===== config.mk =====
export PLATFORM = sky130hd
export DESIGN_NAME = exe_stage_fwd_flat
export DESIGN_NICKNAME = d
export VERILOG_FILES = /design/src/rtl/exe_stage_fwd_if.sv /design/src/rtl/exe_stage_fwd.sv /design/src/flat_wrapper.sv
export SDC_FILE = /design/constraint.sdc
export NUM_CORES = 1
export LEC_CHECK = 0
export CAP_MARGIN = 25
export CELL_PAD_IN_SITES_DETAIL_PLACEMENT = 1
export CELL_PAD_IN_SITES_GLOBAL_PLACEMENT = 2
export CORE_ASPECT_RATIO = 2
export CORE_MARGIN = 2
export CORE_UTILIZATION = 33
export CTS_CLUSTER_DIAMETER = 150
export DETAILED_ROUTE_END_ITERATION = 12
export GPL_ROUTABILITY_DRIVEN = 0
export HOLD_SLACK_MARGIN = 0.12
export PLACE_DENSITY_LB_ADDON = 0.1
export SETUP_SLACK_MARGIN = 0.02
export SLEW_MARGIN = 20
export SYNTH_ARGS = -nofsm -noshare
export SYNTH_HDL_FRONTEND = slang
export SYNTH_SLANG_ARGS = --single-unit

===== constraint.sdc =====
create_clock -name CLK -period 5.39 [get_ports CLK]
set_clock_uncertainty 0.2 [all_clocks]
set_input_delay 0.539 -clock CLK [delete_from_list [all_inputs] [get_ports CLK]]
set_output_delay 0.539 -clock CLK [all_outputs]
set_load 0.01 [all_outputs]

===== src/rtl/exe_stage_fwd_if.sv =====
`default_nettype none
// ============================================================================
// Module   : exe_stage_fwd_if
// Purpose  : Bundles the ID/EX inputs, the EX/MEM and MEM/WB forwarding taps,
//            and the EX/MEM + HI/LO outputs of the execute stage.
// Revision : 1.0 - initial release
// ----------------------------------------------------------------------------
// Modports
//   master : the driving side (ID/EX register, later stages, observers)
//   slave  : the execute stage itself
// Signal groups
//   ID/EX    : IN_VALID ALU_CTL RS RT RS_VAL RT_VAL IMM SHAMT ALUSRC
//              RD WE MEMREAD MEMWRITE MEMTOREG
//   Forward  : MEM_WE MEM_RD MEM_DATA WB_WE WB_RD WB_DATA
//   Control  : FLUSH (in), STALL (out)
//   EX/MEM   : EX_VALID EX_RESULT EX_STORE EX_RD
//              EX_WE EX_MEMREAD EX_MEMWRITE EX_MEMTOREG
//   Engine   : HI LO
// ============================================================================
interface exe_stage_fwd_if #(
  parameter int W  = 32,
  parameter int RB = 5,
  parameter int SB = 5
);
  // ID/EX register contents
  logic          IN_VALID;
  logic [3:0]    ALU_CTL;
  logic [RB-1:0] RS;
  logic [RB-1:0] RT;
  logic [W-1:0]  RS_VAL;
  logic [W-1:0]  RT_VAL;
  logic [W-1:0]  IMM;
  logic [SB-1:0] SHAMT;
  logic          ALUSRC;
  logic [RB-1:0] RD;
  logic          WE;
  logic          MEMREAD;
  logic          MEMWRITE;
  logic          MEMTOREG;

  // Writeback taps from the later stages
  logic          MEM_WE;
  logic [RB-1:0] MEM_RD;
  logic [W-1:0]  MEM_DATA;
  logic          WB_WE;
  logic [RB-1:0] WB_RD;
  logic [W-1:0]  WB_DATA;

  // Pipeline control
  logic          FLUSH;
  logic          STALL;

  // EX/MEM register contents
  logic          EX_VALID;
  logic [W-1:0]  EX_RESULT;
  logic [W-1:0]  EX_STORE;
  logic [RB-1:0] EX_RD;
  logic          EX_WE;
  logic          EX_MEMREAD;
  logic          EX_MEMWRITE;
  logic          EX_MEMTOREG;

  // Multiply/divide result registers
  logic [W-1:0]  HI;
  logic [W-1:0]  LO;

  modport master (
    output IN_VALID, ALU_CTL, RS, RT, RS_VAL, RT_VAL, IMM, SHAMT, ALUSRC,
           RD, WE, MEMREAD, MEMWRITE, MEMTOREG,
           MEM_WE, MEM_RD, MEM_DATA, WB_WE, WB_RD, WB_DATA, FLUSH,
    input  STALL, EX_VALID, EX_RESULT, EX_STORE, EX_RD,
           EX_WE, EX_MEMREAD, EX_MEMWRITE, EX_MEMTOREG, HI, LO
  );

  modport slave (
    input  IN_VALID, ALU_CTL, RS, RT, RS_VAL, RT_VAL, IMM, SHAMT, ALUSRC,
           RD, WE, MEMREAD, MEMWRITE, MEMTOREG,
           MEM_WE, MEM_RD, MEM_DATA, WB_WE, WB_RD, WB_DATA, FLUSH,
    output STALL, EX_VALID, EX_RESULT, EX_STORE, EX_RD,
           EX_WE, EX_MEMREAD, EX_MEMWRITE, EX_MEMTOREG, HI, LO
  );
endinterface
`default_nettype wire


===== src/rtl/exe_stage_fwd.sv =====
`default_nettype none
// ============================================================================
// Module   : exe_stage_fwd
// Purpose  : In-order pipeline execute stage. Resolves operands through
//            MEM/WB forwarding, evaluates a 16-op ALU, registers the EX/MEM
//            boundary, and runs an iterative unsigned multiply/divide engine
//            that owns HI/LO and stalls the front end while it works.
// Revision : 1.0 - initial release
// ----------------------------------------------------------------------------
// Ports
//   CLK    : clock, rising edge
//   RESET  : asynchronous, active-low reset
//   ex_if  : exe_stage_fwd_if.slave - ID/EX inputs, forwarding taps, FLUSH,
//            STALL, EX/MEM register outputs and HI/LO
// Parameters
//   W  : datapath width (even, >= 8)
//   RB : register index width (register 0 reads as zero, never forwarded)
//   SB : shift amount width, equal to log2(W); also sizes the engine counter
// ============================================================================
module exe_stage_fwd #(
  parameter int W  = 32,
  parameter int RB = 5,
  parameter int SB = 5
) (
  input wire          CLK,
  input wire          RESET,
  exe_stage_fwd_if.slave ex_if
);

  // Operation codes
  localparam logic [3:0] C_OP_ADD   = 4'd0;
  localparam logic [3:0] C_OP_SUB   = 4'd1;
  localparam logic [3:0] C_OP_AND   = 4'd2;
  localparam logic [3:0] C_OP_OR    = 4'd3;
  localparam logic [3:0] C_OP_XOR   = 4'd4;
  localparam logic [3:0] C_OP_NOR   = 4'd5;
  localparam logic [3:0] C_OP_SLT   = 4'd6;
  localparam logic [3:0] C_OP_SLTU  = 4'd7;
  localparam logic [3:0] C_OP_SLL   = 4'd8;
  localparam logic [3:0] C_OP_SRL   = 4'd9;
  localparam logic [3:0] C_OP_SRA   = 4'd10;
  localparam logic [3:0] C_OP_LUI   = 4'd11;
  localparam logic [3:0] C_OP_MULTU = 4'd12;
  localparam logic [3:0] C_OP_DIVU  = 4'd13;
  localparam logic [3:0] C_OP_MFHI  = 4'd14;
  localparam logic [3:0] C_OP_MFLO  = 4'd15;

  typedef enum logic [0:0] {
    S_IDLE = 1'b0,
    S_RUN  = 1'b1
  } state_t;

  // --------------------------------------------------------------------------
  // Operand forwarding: the younger EX/MEM result wins over MEM/WB, and
  // register 0 is never forwarded because it is hardwired to zero.
  // --------------------------------------------------------------------------
  function automatic logic [W-1:0] fwd_sel(
    input logic [RB-1:0] idx,
    input logic [W-1:0]  rf_val,
    input logic          mem_we,
    input logic [RB-1:0] mem_rd,
    input logic [W-1:0]  mem_data,
    input logic          wb_we,
    input logic [RB-1:0] wb_rd,
    input logic [W-1:0]  wb_data
  );
    logic [W-1:0] sel;
    sel = rf_val;
    if (idx != '0) begin
      if (mem_we && (mem_rd == idx)) begin
        sel = mem_data;
      end else if (wb_we && (wb_rd == idx)) begin
        sel = wb_data;
      end
    end
    return sel;
  endfunction

  logic [W-1:0] w_op_a;
  logic [W-1:0] w_rt_fwd;
  logic [W-1:0] w_op_b;

  always_comb begin
    w_op_a   = fwd_sel(ex_if.RS, ex_if.RS_VAL, ex_if.MEM_WE, ex_if.MEM_RD,
                       ex_if.MEM_DATA, ex_if.WB_WE, ex_if.WB_RD, ex_if.WB_DATA);
    w_rt_fwd = fwd_sel(ex_if.RT, ex_if.RT_VAL, ex_if.MEM_WE, ex_if.MEM_RD,
                       ex_if.MEM_DATA, ex_if.WB_WE, ex_if.WB_RD, ex_if.WB_DATA);
    w_op_b   = ex_if.ALUSRC ? ex_if.IMM : w_rt_fwd;
  end

  // --------------------------------------------------------------------------
  // State declarations
  // --------------------------------------------------------------------------
  state_t        state_q, state_d;
  logic [SB-1:0] cnt_q, cnt_d;
  logic          is_div_q, is_div_d;
  // Multiply: work_hi = partial product, work_lo = multiplier shifting out.
  // Divide:   work_hi = partial remainder, work_lo = dividend/quotient.
  logic [W-1:0]  work_hi_q, work_hi_d;
  logic [W-1:0]  work_lo_q, work_lo_d;
  // Multiplicand for MULTU, divisor for DIVU.
  logic [W-1:0]  opnd_q, opnd_d;
  logic [W-1:0]  hi_q, hi_d;
  logic [W-1:0]  lo_q, lo_d;

  logic          ex_valid_q, ex_valid_d;
  logic [W-1:0]  ex_result_q, ex_result_d;
  logic [W-1:0]  ex_store_q, ex_store_d;
  logic [RB-1:0] ex_rd_q, ex_rd_d;
  logic          ex_we_q, ex_we_d;
  logic          ex_memread_q, ex_memread_d;
  logic          ex_memwrite_q, ex_memwrite_d;
  logic          ex_memtoreg_q, ex_memtoreg_d;

  logic w_stall;
  logic w_accept;
  logic w_is_eng_op;
  logic w_launch;

  always_comb begin
    w_stall     = (state_q == S_RUN);
    w_accept    = ex_if.IN_VALID && !w_stall;
    w_is_eng_op = (ex_if.ALU_CTL == C_OP_MULTU) || (ex_if.ALU_CTL == C_OP_DIVU);
    // A flushed MULTU/DIVU is dead and must leave HI/LO untouched.
    w_launch    = w_accept && !ex_if.FLUSH && w_is_eng_op;
  end

  // --------------------------------------------------------------------------
  // Single-cycle ALU
  // --------------------------------------------------------------------------
  logic [W-1:0] w_alu;

  always_comb begin
    w_alu = '0;
    case (ex_if.ALU_CTL)
      C_OP_ADD:   w_alu = w_op_a + w_op_b;
      C_OP_SUB:   w_alu = w_op_a - w_op_b;
      C_OP_AND:   w_alu = w_op_a & w_op_b;
      C_OP_OR:    w_alu = w_op_a | w_op_b;
      C_OP_XOR:   w_alu = w_op_a ^ w_op_b;
      C_OP_NOR:   w_alu = ~(w_op_a | w_op_b);
      C_OP_SLT:   w_alu = {{(W-1){1'b0}}, ($signed(w_op_a) < $signed(w_op_b))};
      C_OP_SLTU:  w_alu = {{(W-1){1'b0}}, (w_op_a < w_op_b)};
      C_OP_SLL:   w_alu = w_op_b << ex_if.SHAMT;
      C_OP_SRL:   w_alu = w_op_b >> ex_if.SHAMT;
      C_OP_SRA:   w_alu = $unsigned($signed(w_op_b) >>> ex_if.SHAMT);
      C_OP_LUI:   w_alu = w_op_b << (W/2);
      // Engine launches produce no register result.
      C_OP_MULTU: w_alu = '0;
      C_OP_DIVU:  w_alu = '0;
      C_OP_MFHI:  w_alu = hi_q;
      C_OP_MFLO:  w_alu = lo_q;
    endcase
  end

  // --------------------------------------------------------------------------
  // EX/MEM register next state. Anything not accepted becomes a bubble.
  // --------------------------------------------------------------------------
  always_comb begin
    ex_valid_d    = 1'b0;
    ex_result_d   = '0;
    ex_store_d    = '0;
    ex_rd_d       = '0;
    ex_we_d       = 1'b0;
    ex_memread_d  = 1'b0;
    ex_memwrite_d = 1'b0;
    ex_memtoreg_d = 1'b0;
    if (w_accept) begin
      ex_valid_d    = !ex_if.FLUSH;
      ex_result_d   = w_alu;
      ex_store_d    = w_rt_fwd;
      ex_rd_d       = ex_if.RD;
      // MULTU/DIVU write HI/LO, never the register file.
      ex_we_d       = ex_if.WE && !w_is_eng_op;
      ex_memread_d  = ex_if.MEMREAD;
      ex_memwrite_d = ex_if.MEMWRITE;
      ex_memtoreg_d = ex_if.MEMTOREG;
    end
  end

  // --------------------------------------------------------------------------
  // Engine datapath: one shift-add or restoring-divide step per cycle.
  // --------------------------------------------------------------------------
  logic [W:0]   w_mul_sum;
  logic [W:0]   w_div_shift;
  logic [W-1:0] w_div_diff;
  logic         w_div_ge;
  logic [W-1:0] w_step_hi;
  logic [W-1:0] w_step_lo;

  always_comb begin
    w_mul_sum   = {1'b0, work_hi_q} + (work_lo_q[0] ? {1'b0, opnd_q} : '0);
    // Bring the next dividend bit into the partial remainder.
    w_div_shift = {work_hi_q, work_lo_q[W-1]};
    w_div_ge    = (w_div_shift >= {1'b0, opnd_q});
    // Only used when the trial fits, so the true difference is below 2^W.
    w_div_diff  = w_div_shift[W-1:0] - opnd_q;
    if (is_div_q) begin
      w_step_hi = w_div_ge ? w_div_diff : w_div_shift[W-1:0];
      w_step_lo = {work_lo_q[W-2:0], w_div_ge};
    end else begin
      w_step_hi = w_mul_sum[W:1];
      w_step_lo = {w_mul_sum[0], work_lo_q[W-1:1]};
    end
  end

  // --------------------------------------------------------------------------
  // Engine FSM next state. A zero divisor needs no special case: every trial
  // subtraction succeeds, giving an all-ones quotient and remainder = A.
  // --------------------------------------------------------------------------
  always_comb begin
    state_d   = state_q;
    cnt_d     = cnt_q;
    is_div_d  = is_div_q;
    work_hi_d = work_hi_q;
    work_lo_d = work_lo_q;
    opnd_d    = opnd_q;
    hi_d      = hi_q;
    lo_d      = lo_q;
    case (state_q)
      S_IDLE: begin
        if (w_launch) begin
          state_d   = S_RUN;
          cnt_d     = SB'(W - 1);
          is_div_d  = (ex_if.ALU_CTL == C_OP_DIVU);
          work_hi_d = '0;
          if (ex_if.ALU_CTL == C_OP_DIVU) begin
            work_lo_d = w_op_a;
            opnd_d    = w_op_b;
          end else begin
            work_lo_d = w_op_b;
            opnd_d    = w_op_a;
          end
        end
      end
      S_RUN: begin
        work_hi_d = w_step_hi;
        work_lo_d = w_step_lo;
        if (cnt_q == '0) begin
          // HI/LO are published only on the final step.
          state_d = S_IDLE;
          hi_d    = w_step_hi;
          lo_d    = w_step_lo;
        end else begin
          cnt_d = cnt_q - SB'(1);
        end
      end
      default: state_d = S_IDLE;
    endcase
  end

  // --------------------------------------------------------------------------
  // Registers
  // --------------------------------------------------------------------------
  always_ff @(posedge CLK or negedge RESET) begin
    if (!RESET) begin
      state_q   <= S_IDLE;
      cnt_q     <= '0;
      is_div_q  <= 1'b0;
      work_hi_q <= '0;
      work_lo_q <= '0;
      opnd_q    <= '0;
      hi_q      <= '0;
      lo_q      <= '0;
    end else begin
      state_q   <= state_d;
      cnt_q     <= cnt_d;
      is_div_q  <= is_div_d;
      work_hi_q <= work_hi_d;
      work_lo_q <= work_lo_d;
      opnd_q    <= opnd_d;
      hi_q      <= hi_d;
      lo_q      <= lo_d;
    end
  end

  always_ff @(posedge CLK or negedge RESET) begin
    if (!RESET) begin
      ex_valid_q    <= 1'b0;
      ex_result_q   <= '0;
      ex_store_q    <= '0;
      ex_rd_q       <= '0;
      ex_we_q       <= 1'b0;
      ex_memread_q  <= 1'b0;
      ex_memwrite_q <= 1'b0;
      ex_memtoreg_q <= 1'b0;
    end else begin
      ex_valid_q    <= ex_valid_d;
      ex_result_q   <= ex_result_d;
      ex_store_q    <= ex_store_d;
      ex_rd_q       <= ex_rd_d;
      ex_we_q       <= ex_we_d;
      ex_memread_q  <= ex_memread_d;
      ex_memwrite_q <= ex_memwrite_d;
      ex_memtoreg_q <= ex_memtoreg_d;
    end
  end

  // --------------------------------------------------------------------------
  // Outputs
  // --------------------------------------------------------------------------
  assign ex_if.STALL       = w_stall;
  assign ex_if.EX_VALID    = ex_valid_q;
  assign ex_if.EX_RESULT   = ex_result_q;
  assign ex_if.EX_STORE    = ex_store_q;
  assign ex_if.EX_RD       = ex_rd_q;
  assign ex_if.EX_WE       = ex_we_q;
  assign ex_if.EX_MEMREAD  = ex_memread_q;
  assign ex_if.EX_MEMWRITE = ex_memwrite_q;
  assign ex_if.EX_MEMTOREG = ex_memtoreg_q;
  assign ex_if.HI          = hi_q;
  assign ex_if.LO          = lo_q;

endmodule
`default_nettype wire


===== src/flat_wrapper.sv =====
// flat-port wrapper written by rule: the top's interface ports become plain ports
module exe_stage_fwd_flat 
#(
  parameter int W  = 32,
  parameter int RB = 5,
  parameter int SB = 5
)
  (CLK, RESET, ex_if_IN_VALID, ex_if_ALU_CTL, ex_if_RS, ex_if_RT, ex_if_RS_VAL, ex_if_RT_VAL, ex_if_IMM, ex_if_SHAMT, ex_if_ALUSRC, ex_if_RD, ex_if_WE, ex_if_MEMREAD, ex_if_MEMWRITE, ex_if_MEMTOREG, ex_if_MEM_WE, ex_if_MEM_RD, ex_if_MEM_DATA, ex_if_WB_WE, ex_if_WB_RD, ex_if_WB_DATA, ex_if_FLUSH, ex_if_STALL, ex_if_EX_VALID, ex_if_EX_RESULT, ex_if_EX_STORE, ex_if_EX_RD, ex_if_EX_WE, ex_if_EX_MEMREAD, ex_if_EX_MEMWRITE, ex_if_EX_MEMTOREG, ex_if_HI, ex_if_LO);
  exe_stage_fwd_if #(.W(W), .RB(RB), .SB(SB)) ex_if_i ();
  input wire CLK;
  input wire RESET;
  input wire logic [$bits(ex_if_i.IN_VALID)-1:0] ex_if_IN_VALID;
  input wire logic [$bits(ex_if_i.ALU_CTL)-1:0] ex_if_ALU_CTL;
  input wire logic [$bits(ex_if_i.RS)-1:0] ex_if_RS;
  input wire logic [$bits(ex_if_i.RT)-1:0] ex_if_RT;
  input wire logic [$bits(ex_if_i.RS_VAL)-1:0] ex_if_RS_VAL;
  input wire logic [$bits(ex_if_i.RT_VAL)-1:0] ex_if_RT_VAL;
  input wire logic [$bits(ex_if_i.IMM)-1:0] ex_if_IMM;
  input wire logic [$bits(ex_if_i.SHAMT)-1:0] ex_if_SHAMT;
  input wire logic [$bits(ex_if_i.ALUSRC)-1:0] ex_if_ALUSRC;
  input wire logic [$bits(ex_if_i.RD)-1:0] ex_if_RD;
  input wire logic [$bits(ex_if_i.WE)-1:0] ex_if_WE;
  input wire logic [$bits(ex_if_i.MEMREAD)-1:0] ex_if_MEMREAD;
  input wire logic [$bits(ex_if_i.MEMWRITE)-1:0] ex_if_MEMWRITE;
  input wire logic [$bits(ex_if_i.MEMTOREG)-1:0] ex_if_MEMTOREG;
  input wire logic [$bits(ex_if_i.MEM_WE)-1:0] ex_if_MEM_WE;
  input wire logic [$bits(ex_if_i.MEM_RD)-1:0] ex_if_MEM_RD;
  input wire logic [$bits(ex_if_i.MEM_DATA)-1:0] ex_if_MEM_DATA;
  input wire logic [$bits(ex_if_i.WB_WE)-1:0] ex_if_WB_WE;
  input wire logic [$bits(ex_if_i.WB_RD)-1:0] ex_if_WB_RD;
  input wire logic [$bits(ex_if_i.WB_DATA)-1:0] ex_if_WB_DATA;
  input wire logic [$bits(ex_if_i.FLUSH)-1:0] ex_if_FLUSH;
  output wire logic [$bits(ex_if_i.STALL)-1:0] ex_if_STALL;
  output wire logic [$bits(ex_if_i.EX_VALID)-1:0] ex_if_EX_VALID;
  output wire logic [$bits(ex_if_i.EX_RESULT)-1:0] ex_if_EX_RESULT;
  output wire logic [$bits(ex_if_i.EX_STORE)-1:0] ex_if_EX_STORE;
  output wire logic [$bits(ex_if_i.EX_RD)-1:0] ex_if_EX_RD;
  output wire logic [$bits(ex_if_i.EX_WE)-1:0] ex_if_EX_WE;
  output wire logic [$bits(ex_if_i.EX_MEMREAD)-1:0] ex_if_EX_MEMREAD;
  output wire logic [$bits(ex_if_i.EX_MEMWRITE)-1:0] ex_if_EX_MEMWRITE;
  output wire logic [$bits(ex_if_i.EX_MEMTOREG)-1:0] ex_if_EX_MEMTOREG;
  output wire logic [$bits(ex_if_i.HI)-1:0] ex_if_HI;
  output wire logic [$bits(ex_if_i.LO)-1:0] ex_if_LO;
  assign ex_if_i.IN_VALID = ex_if_IN_VALID;
  assign ex_if_i.ALU_CTL = ex_if_ALU_CTL;
  assign ex_if_i.RS = ex_if_RS;
  assign ex_if_i.RT = ex_if_RT;
  assign ex_if_i.RS_VAL = ex_if_RS_VAL;
  assign ex_if_i.RT_VAL = ex_if_RT_VAL;
  assign ex_if_i.IMM = ex_if_IMM;
  assign ex_if_i.SHAMT = ex_if_SHAMT;
  assign ex_if_i.ALUSRC = ex_if_ALUSRC;
  assign ex_if_i.RD = ex_if_RD;
  assign ex_if_i.WE = ex_if_WE;
  assign ex_if_i.MEMREAD = ex_if_MEMREAD;
  assign ex_if_i.MEMWRITE = ex_if_MEMWRITE;
  assign ex_if_i.MEMTOREG = ex_if_MEMTOREG;
  assign ex_if_i.MEM_WE = ex_if_MEM_WE;
  assign ex_if_i.MEM_RD = ex_if_MEM_RD;
  assign ex_if_i.MEM_DATA = ex_if_MEM_DATA;
  assign ex_if_i.WB_WE = ex_if_WB_WE;
  assign ex_if_i.WB_RD = ex_if_WB_RD;
  assign ex_if_i.WB_DATA = ex_if_WB_DATA;
  assign ex_if_i.FLUSH = ex_if_FLUSH;
  assign ex_if_STALL = ex_if_i.STALL;
  assign ex_if_EX_VALID = ex_if_i.EX_VALID;
  assign ex_if_EX_RESULT = ex_if_i.EX_RESULT;
  assign ex_if_EX_STORE = ex_if_i.EX_STORE;
  assign ex_if_EX_RD = ex_if_i.EX_RD;
  assign ex_if_EX_WE = ex_if_i.EX_WE;
  assign ex_if_EX_MEMREAD = ex_if_i.EX_MEMREAD;
  assign ex_if_EX_MEMWRITE = ex_if_i.EX_MEMWRITE;
  assign ex_if_EX_MEMTOREG = ex_if_i.EX_MEMTOREG;
  assign ex_if_HI = ex_if_i.HI;
  assign ex_if_LO = ex_if_i.LO;
  exe_stage_fwd #(.W(W), .RB(RB), .SB(SB)) u_core (.CLK(CLK), .RESET(RESET), .ex_if(ex_if_i));
endmodule

Word-level counts from Yosys, hierarchy flattened
Index checks and enable logic that the tools add are counted.
{ "classes": {"addsub": 5, "order_cmp": 3, "eq_ne": 21, "shifts": 3, "mux": 32, "n_bitwise": 5, "n_reduce_logical": 20} }
{ "op_table": {"columns": ["operator", "n"], "rows": [
  ["32-bit two-way mux", 17],
  ["32-bit case mux with 15 select lines", 1],
  ["32-bit case mux with 2 select lines", 2],
  ["32-bit < comparator", 2],
  ["32-bit subtractor", 2],
  ["32-bit by 33-bit adder with 33-bit output", 1],
  ["33-bit by 32-bit greater-or-equal comparator with 1-bit output", 1],
  ["32-bit adder", 1],
  ["32-bit bitwise AND", 1],
  ["4-bit equality test, second input constant", 8],
  ["32-bit inverter", 1],
  ["32-bit bitwise OR", 1],
  ["32-bit by 5-bit << shifter with 32-bit output", 1],
  ["32-bit by 5-bit >> shifter with 32-bit output", 1],
  ["32-bit by 5-bit >>> shifter with 32-bit output", 1],
  ["32-bit bitwise XOR", 1],
  ["5-bit equality test", 4],
  ["4-bit by 3-bit equality test with 1-bit output, second input constant", 4],
  ["5-bit two-way mux", 3],
  ["5-bit case mux with 2 select lines", 1],
  ["5-bit nonzero test", 2],
  ["4-bit by 2-bit equality test with 1-bit output, second input constant", 2],
  ["1-bit logical AND", 8],
  ["1-bit two-way mux", 7],
  ["other kinds (12)", 16]
]} }
{ "word_totals": {"regBits": 241, "inputBits": 205, "word_cells": 105} }

Longest topological paths before layout
{ "logic_depth": {"word_depth": 10, "ltp_mapped": 22, "depth_no_buf": 20} }

Worst setup path before layout
No wires, ideal clock.
{ "synth_path": {"path_kind": "input-to-reg", "from": "in ex_if_ALUSRC", "to": "reg u_core.ex_result_q[0], in the netlist u_core.ex_if.EX_RESULT[0]", "arrival_time_ns": 5.171, "required_ns": 5.066, "path_slack_ns": -0.104, "path_stages": 21, "path_cell_list": "clkbuf_1 clkbuf_1 buf_1 buf_1 buf_1 clkbuf_1 clkbuf_1 nand2_1 o21ai_0 ha_1 clkbuf_1 or4_1 nor3_1 nor2_1 a21oi_1 o211ai_1 o211ai_1 a221o_1 a211oi_1 a32o_1 o31a_1"} }
{ "synth_via": {"elab_chain_len": 5, "elab_cells_between_ends": 14, "classes_between": "2 x add/sub; 2 x order compare; 3 x shift; 3 x mux; 4 x bitwise"} }
{ "synth_rtl": {"columns": ["element", "line_no", "rtl"], "rows": [
  ["start, declared", "flat_wrapper.sv:20", "input wire logic [$bits(ex_if_i.ALUSRC)-1:0] ex_if_ALUSRC;"],
  ["32-bit two-way mux (*)", "exe_stage_fwd.sv:88", "w_op_b = ex_if.ALUSRC ? ex_if.IMM : w_rt_fwd;"],
  ["branches (longest 2 deep; another with 32-bit subtractor)", null, null],
  ["32-bit case mux with 15 select lines (*)", "exe_stage_fwd.sv:135", "case (ex_if.ALU_CTL)"],
  ["32-bit two-way mux (*)", "exe_stage_fwd.sv:168", "if (w_accept) begin"],
  ["via u_core.ex_result_d[0]", "exe_stage_fwd.sv:107", "logic [W-1:0] ex_result_q, ex_result_d;"],
  ["end signal, assigned", "exe_stage_fwd.sv:289", "ex_result_q <= ex_result_d;"],
  ["end, declared", "exe_stage_fwd.sv:107", null]
]} }
Mark *: on every way through the listed nets, which the timed path passes.
A chain may end at the register's enable or synchronous reset.

Worst setup path in the final report
{ "layout_path": {"from": "in ex_if_WB_RD[4]", "to": "reg u_core.ex_result_q[27], in the netlist u_core.ex_if.EX_RESULT[27]"} }
{ "layout_via": {"elab_chain_len": 10, "elab_cells_between_ends": 22, "classes_between": "2 x add/sub; 2 x eq/ne; 3 x shift; 9 x mux; 4 x bitwise; 2 x reduce/logical"} }
{ "layout_rtl": {"columns": ["element", "line_no", "rtl"], "rows": [
  ["start, declared", "flat_wrapper.sv:30", "input wire logic [$bits(ex_if_i.WB_RD)-1:0] ex_if_WB_RD;"],
  ["branches (longest 8 deep; another with 32-bit subtractor)", null, null],
  ["32-bit case mux with 15 select lines (*)", "exe_stage_fwd.sv:135", null],
  ["32-bit two-way mux (*)", "exe_stage_fwd.sv:168", null],
  ["via u_core.ex_result_d[27]", "exe_stage_fwd.sv:107", null]
]} }
Marked as above.

==> metrics.md <==
| Metric | Value |
|---|---|
| Initial DRC Count | `2956` |
| Clock Tree Buf Depth | `3` |
| Layout cells sized above 1 | `0.236` |
| Largest net degree at the start of global routing | `110` |
| Distinct cells, synth | `95` |
| CP Buf/Inv Count | `8` |
| CP required | `5.71 ns` |
| Most used cell, CP | `buf_4` |
| Area share of the leading cell type in the synthesized netlist | `0.231` |
| Final period util | `1.00` |
| Crit path kind | `primary input to flip-flop` |
| MaxCap Viol Count | `0` |
| Final setup viols | `2` |
| Die H | `401 µm` |
| Register bit total from synthesis | `241` |
| Max Freq | `0.185 GHz` |
| Gr ovfl total | `0` |
| Main synth FF type | `dfrtp_1` |
| Vias in the first global route | `36.1k` |
| Power density over the cells | `355 nW/µm²` |
| Met3 Track Usage GR | `0.196` |
| Max transition margin | `0.247` |
| Count leader, synth | `nand2_1` |
| Failing checks | `negative setup slack` |
| Static leakage | `16.2 nW` |
| Initial Utilization | `0.333` |
| Outcome | `complete, but fails checks` |
| First-pass GRT wire length | `267 mm` |
| Cell area after synthesis | `26100 µm²` |
| Core area | `78200 µm²` |
| Total CTS buffers | `27` |
| I/O pin total | `344` |
| Clk sink count | `241` |
| Area grow syn2layout | `40.7%` |
| Met2 Use GR | `0.745` |
| Startpoint Class | `primary input` |
| Clock latency on the worst-skew pair | `0.64 ns` |
| Drt pass-1 iters | `6` |
| Synth top area cells | `dfrtp_1 23%, ha_1 7.8%, o21ai_0 5.8%` |
| CP Max Fanout | `19` |
| Avg Cell Area, Syn | `7.73 µm²` |
| Wire per inst | `35.9 µm` |
| Final Critical Period | `5.41 ns` |
| Crit end category | `flip-flop` |
| Placed cells | `5132` |
| Chip width | `203 µm` |
| Post-synth EDFFs | `0` |
| Full die area | `81400 µm²` |
| PortBufs | `343` |
| Final ANT Viol Nets | `0` |
| Slowest stage cell, crit path | `nor4_1` |
| GR peak layer | `met2` |
| WP data arrival | `5.73 ns` |
| Critical path's top delay family | `compound AO/OA/AOI/OAI gates` |
| Peak supply drop | `255 µV` |
| Cell taking the most area after synthesis | `dfrtp_1` |
| Fin worst setup slack | `-0.0211 ns` |
| Initial antenna violation count | `37` |
| Final Max Slew Viols | `0` |
| DP HPWL | `145 mm` |
| Finished Layout Cells | `5235` |
| Ys async rst share | `1.00` |
| Detailed-route via count | `33.8k` |
| Worst min-delay path category | `primary input to flip-flop` |
| Met1 Use GR | `0.409` |
| Worst-Margin Slew | `1.12 ns` |
| Via density | `6.46` |
| Yosys warns | `0` |
| Final #Nets | `4531` |
| Num rows | `145` |
| RSZ-0062 raised after global routing | `true` |
| Commonest cells post-synth | `371 x nand2_1, 303 x o21ai_0, 255 x nor2_1` |
| Root Buffer | `clkbuf_16` |
| Final-report hold violation count | `0` |
| Syn Inst Count | `3371` |
| DRC | `0` |
| Layout Utilization | `0.469` |
| CTS H-Tree Depth | `1` |
| Synth Net Count | `3742` |
| Sequential-to-total area share from yosys stat | `0.231` |
| Cell chain of the critical path | `dlygate4sd2_1 -> xor2_1 -> nor4_1 -> nand3_1 -> nand2b_4 -> buf_6 -> buf_4 -> o22a_1 -> o22ai_2 -> buf_4 -> inv_1 -> ha_1 -> and3_1 -> buf_4 -> nand4_1 -> a21oi_1 -> buf_4 -> o2111ai_4 -> a211oi_4 -> buf_4 -> a21o_1 -> a21oi_1 -> xnor2_1 -> o221a_2` |
| Hold slack final | `0.225 ns` |
| All-Layer GR Usage | `0.461` |
| Final WL | `188 mm` |
| Worst-path clk slew | `0.08 ns` |
| CTS tree | `yes` |
| Slowest stage delay, CP | `0.41 ns` |
[flip-flops by register name, summed over array words and instances, names as in the netlist]
signal                    cells
u_core.ex_if.EX_MEMWRITE      1
u_core.work_hi_q             32
u_core.ex_if.EX_MEMTOREG      1
u_core.is_div_q               1
u_core.ex_if.STALL            1
u_core.ex_if.HI              32
u_core.ex_if.LO              32
u_core.ex_if.EX_VALID         1
u_core.ex_if.EX_RD            5
u_core.ex_if.EX_RESULT       32
u_core.opnd_q                32
u_core.ex_if.EX_WE            1
u_core.cnt_q                  5
u_core.ex_if.EX_MEMREAD       1
u_core.work_lo_q             32
u_core.ex_if.EX_STORE        32
[power by group]
group / internal (mW) / total, mW / switching, mW / leakage (nW)
Sequential: 2.32 / 2.97 / 0.649 / 2.93
Clock: 1.10 / 2.11 / 1.01 / 0.432
Combinational: 3.33 / 7.95 / 4.61 / 12.8
Total: 6.76 / 13.0 / 6.27 / 16.2
[cell type report]
class | instances | area [µm²]
multi-input cells | 2720 | 19200
clock inverters | 19 | 219
clock buffers | 29 | 703
fillers | 9383 | 41500
flip-flops and latches | 241 | 6030
well taps | 1029 | 1290
repair buffers | 1000 | 8570
inverters | 170 | 638
diodes | 27 | 67.6
[stage by stage]
| step | setup slack, ns | instance area, µm² | TNS (ns) | power [mW] |
|---|---|---|---|---|
| after floorplan | 0.0649 | 26100 | 0 | 6.86 |
| after global placement | -1.28 | 34700 | -21.70 | 10.2 |
| after detailed placement | -1.44 | 34800 | -23.82 | 10.4 |
| after CTS | 0.0180 | 36100 | 0 | 12.6 |
| after global routing | -0.0691 | 36600 | -0.278 | 13.6 |
| final | -0.0211 | 36700 | -0.0287 | 13.0 |
[timing repair]
action | in CTS | in global routing
cloned | 1 | 1
buffers inserted | 14 | 7
hold buffers | 1 | 0
hold endpoints to repair | 107 | 0
resized for setup | 79 | 70
endpoints found under the setup margin | 21 | 20
pin swaps | 23 | 28
[cells by family (layout without fill, tap and decap cells)]
logic type	Yosys count	count (layout)	share of synthesized area
AO/OA/AOI/OAI	1293	1293	0.337
flip-flops	241	241	0.231
other	0	27	0
AND/OR/NAND/NOR	980	980	0.173
multiplexers	164	164	0.0779
buffers and inverters	410	1218	0.0606
adder cells (fa/ha/maj)	166	166	0.0809
XOR/XNOR	117	117	0.0393
[tightest hold or removal path, stage by stage]
cell	delay (ns)
clkdlybuf4s50_1	0.40
nand2_1	0.06
nor2_1	0.03
[placed cells by master (no fill, tap or decap), types with 19 or more instances in the layout]
master,netlist,final
a211oi_1,35,29
a21o_1,60,60
a21oi_1,250,241
a221oi_1,36,34
a22oi_1,40,40
a31oi_1,40,38
and2_1,52,47
and3_1,20,20
buf_4,4,632
clkbuf_16,0,27
clkdlybuf4s50_1,0,316
dfrtp_1,241,239
diode_2,0,27
ha_1,162,157
inv_1,162,161
mux2_2,81,81
mux2i_1,60,60
mux4_2,23,23
nand2_1,371,365
nand2b_1,41,38
nand3_1,45,43
nor2_1,255,250
nor3_1,58,53
o211ai_1,62,62
o21a_1,21,21
o21ai_0,303,288
o21ai_1,10,19
o21bai_1,23,20
o221ai_1,56,54
o22a_1,42,40
o22ai_1,74,72
o31ai_1,48,42
or2_2,27,26
or4_1,22,22
xnor2_1,81,72
xor2_1,36,35
[path summary, 6_finish.rpt]
kind                                     start                    endpoint  slack, ns  depth (start not counted)
min reg2reg                    u_core.cnt_q[0]             u_core.cnt_q[0]       0.32                          1
min in group asynchronous                RESET  u_core.ex_if.EX_RESULT[24]       0.35                          2
max in group asynchronous                RESET          u_core.ex_if.STALL       3.35                          3
max reg2reg                u_core.work_lo_q[0]         u_core.ex_if.HI[29]       0.26                         14
min                                   ex_if_WE          u_core.ex_if.EX_WE       0.22                          3
max                             ex_if_WB_RD[4]  u_core.ex_if.EX_RESULT[27]      -0.02                         24
[per-layer routing]
| metal | wire [µm] | up-vias |
|---|---|---|
| met5 | 333 | - |
| met4 | 25600 | 24 |
| met3 | 17500 | 1051 |
| met2 | 87200 | 2049 |
| met1 | 57400 | 16500 |
| li1 | - | 14100 |
(Power assumes the default switching activity.)
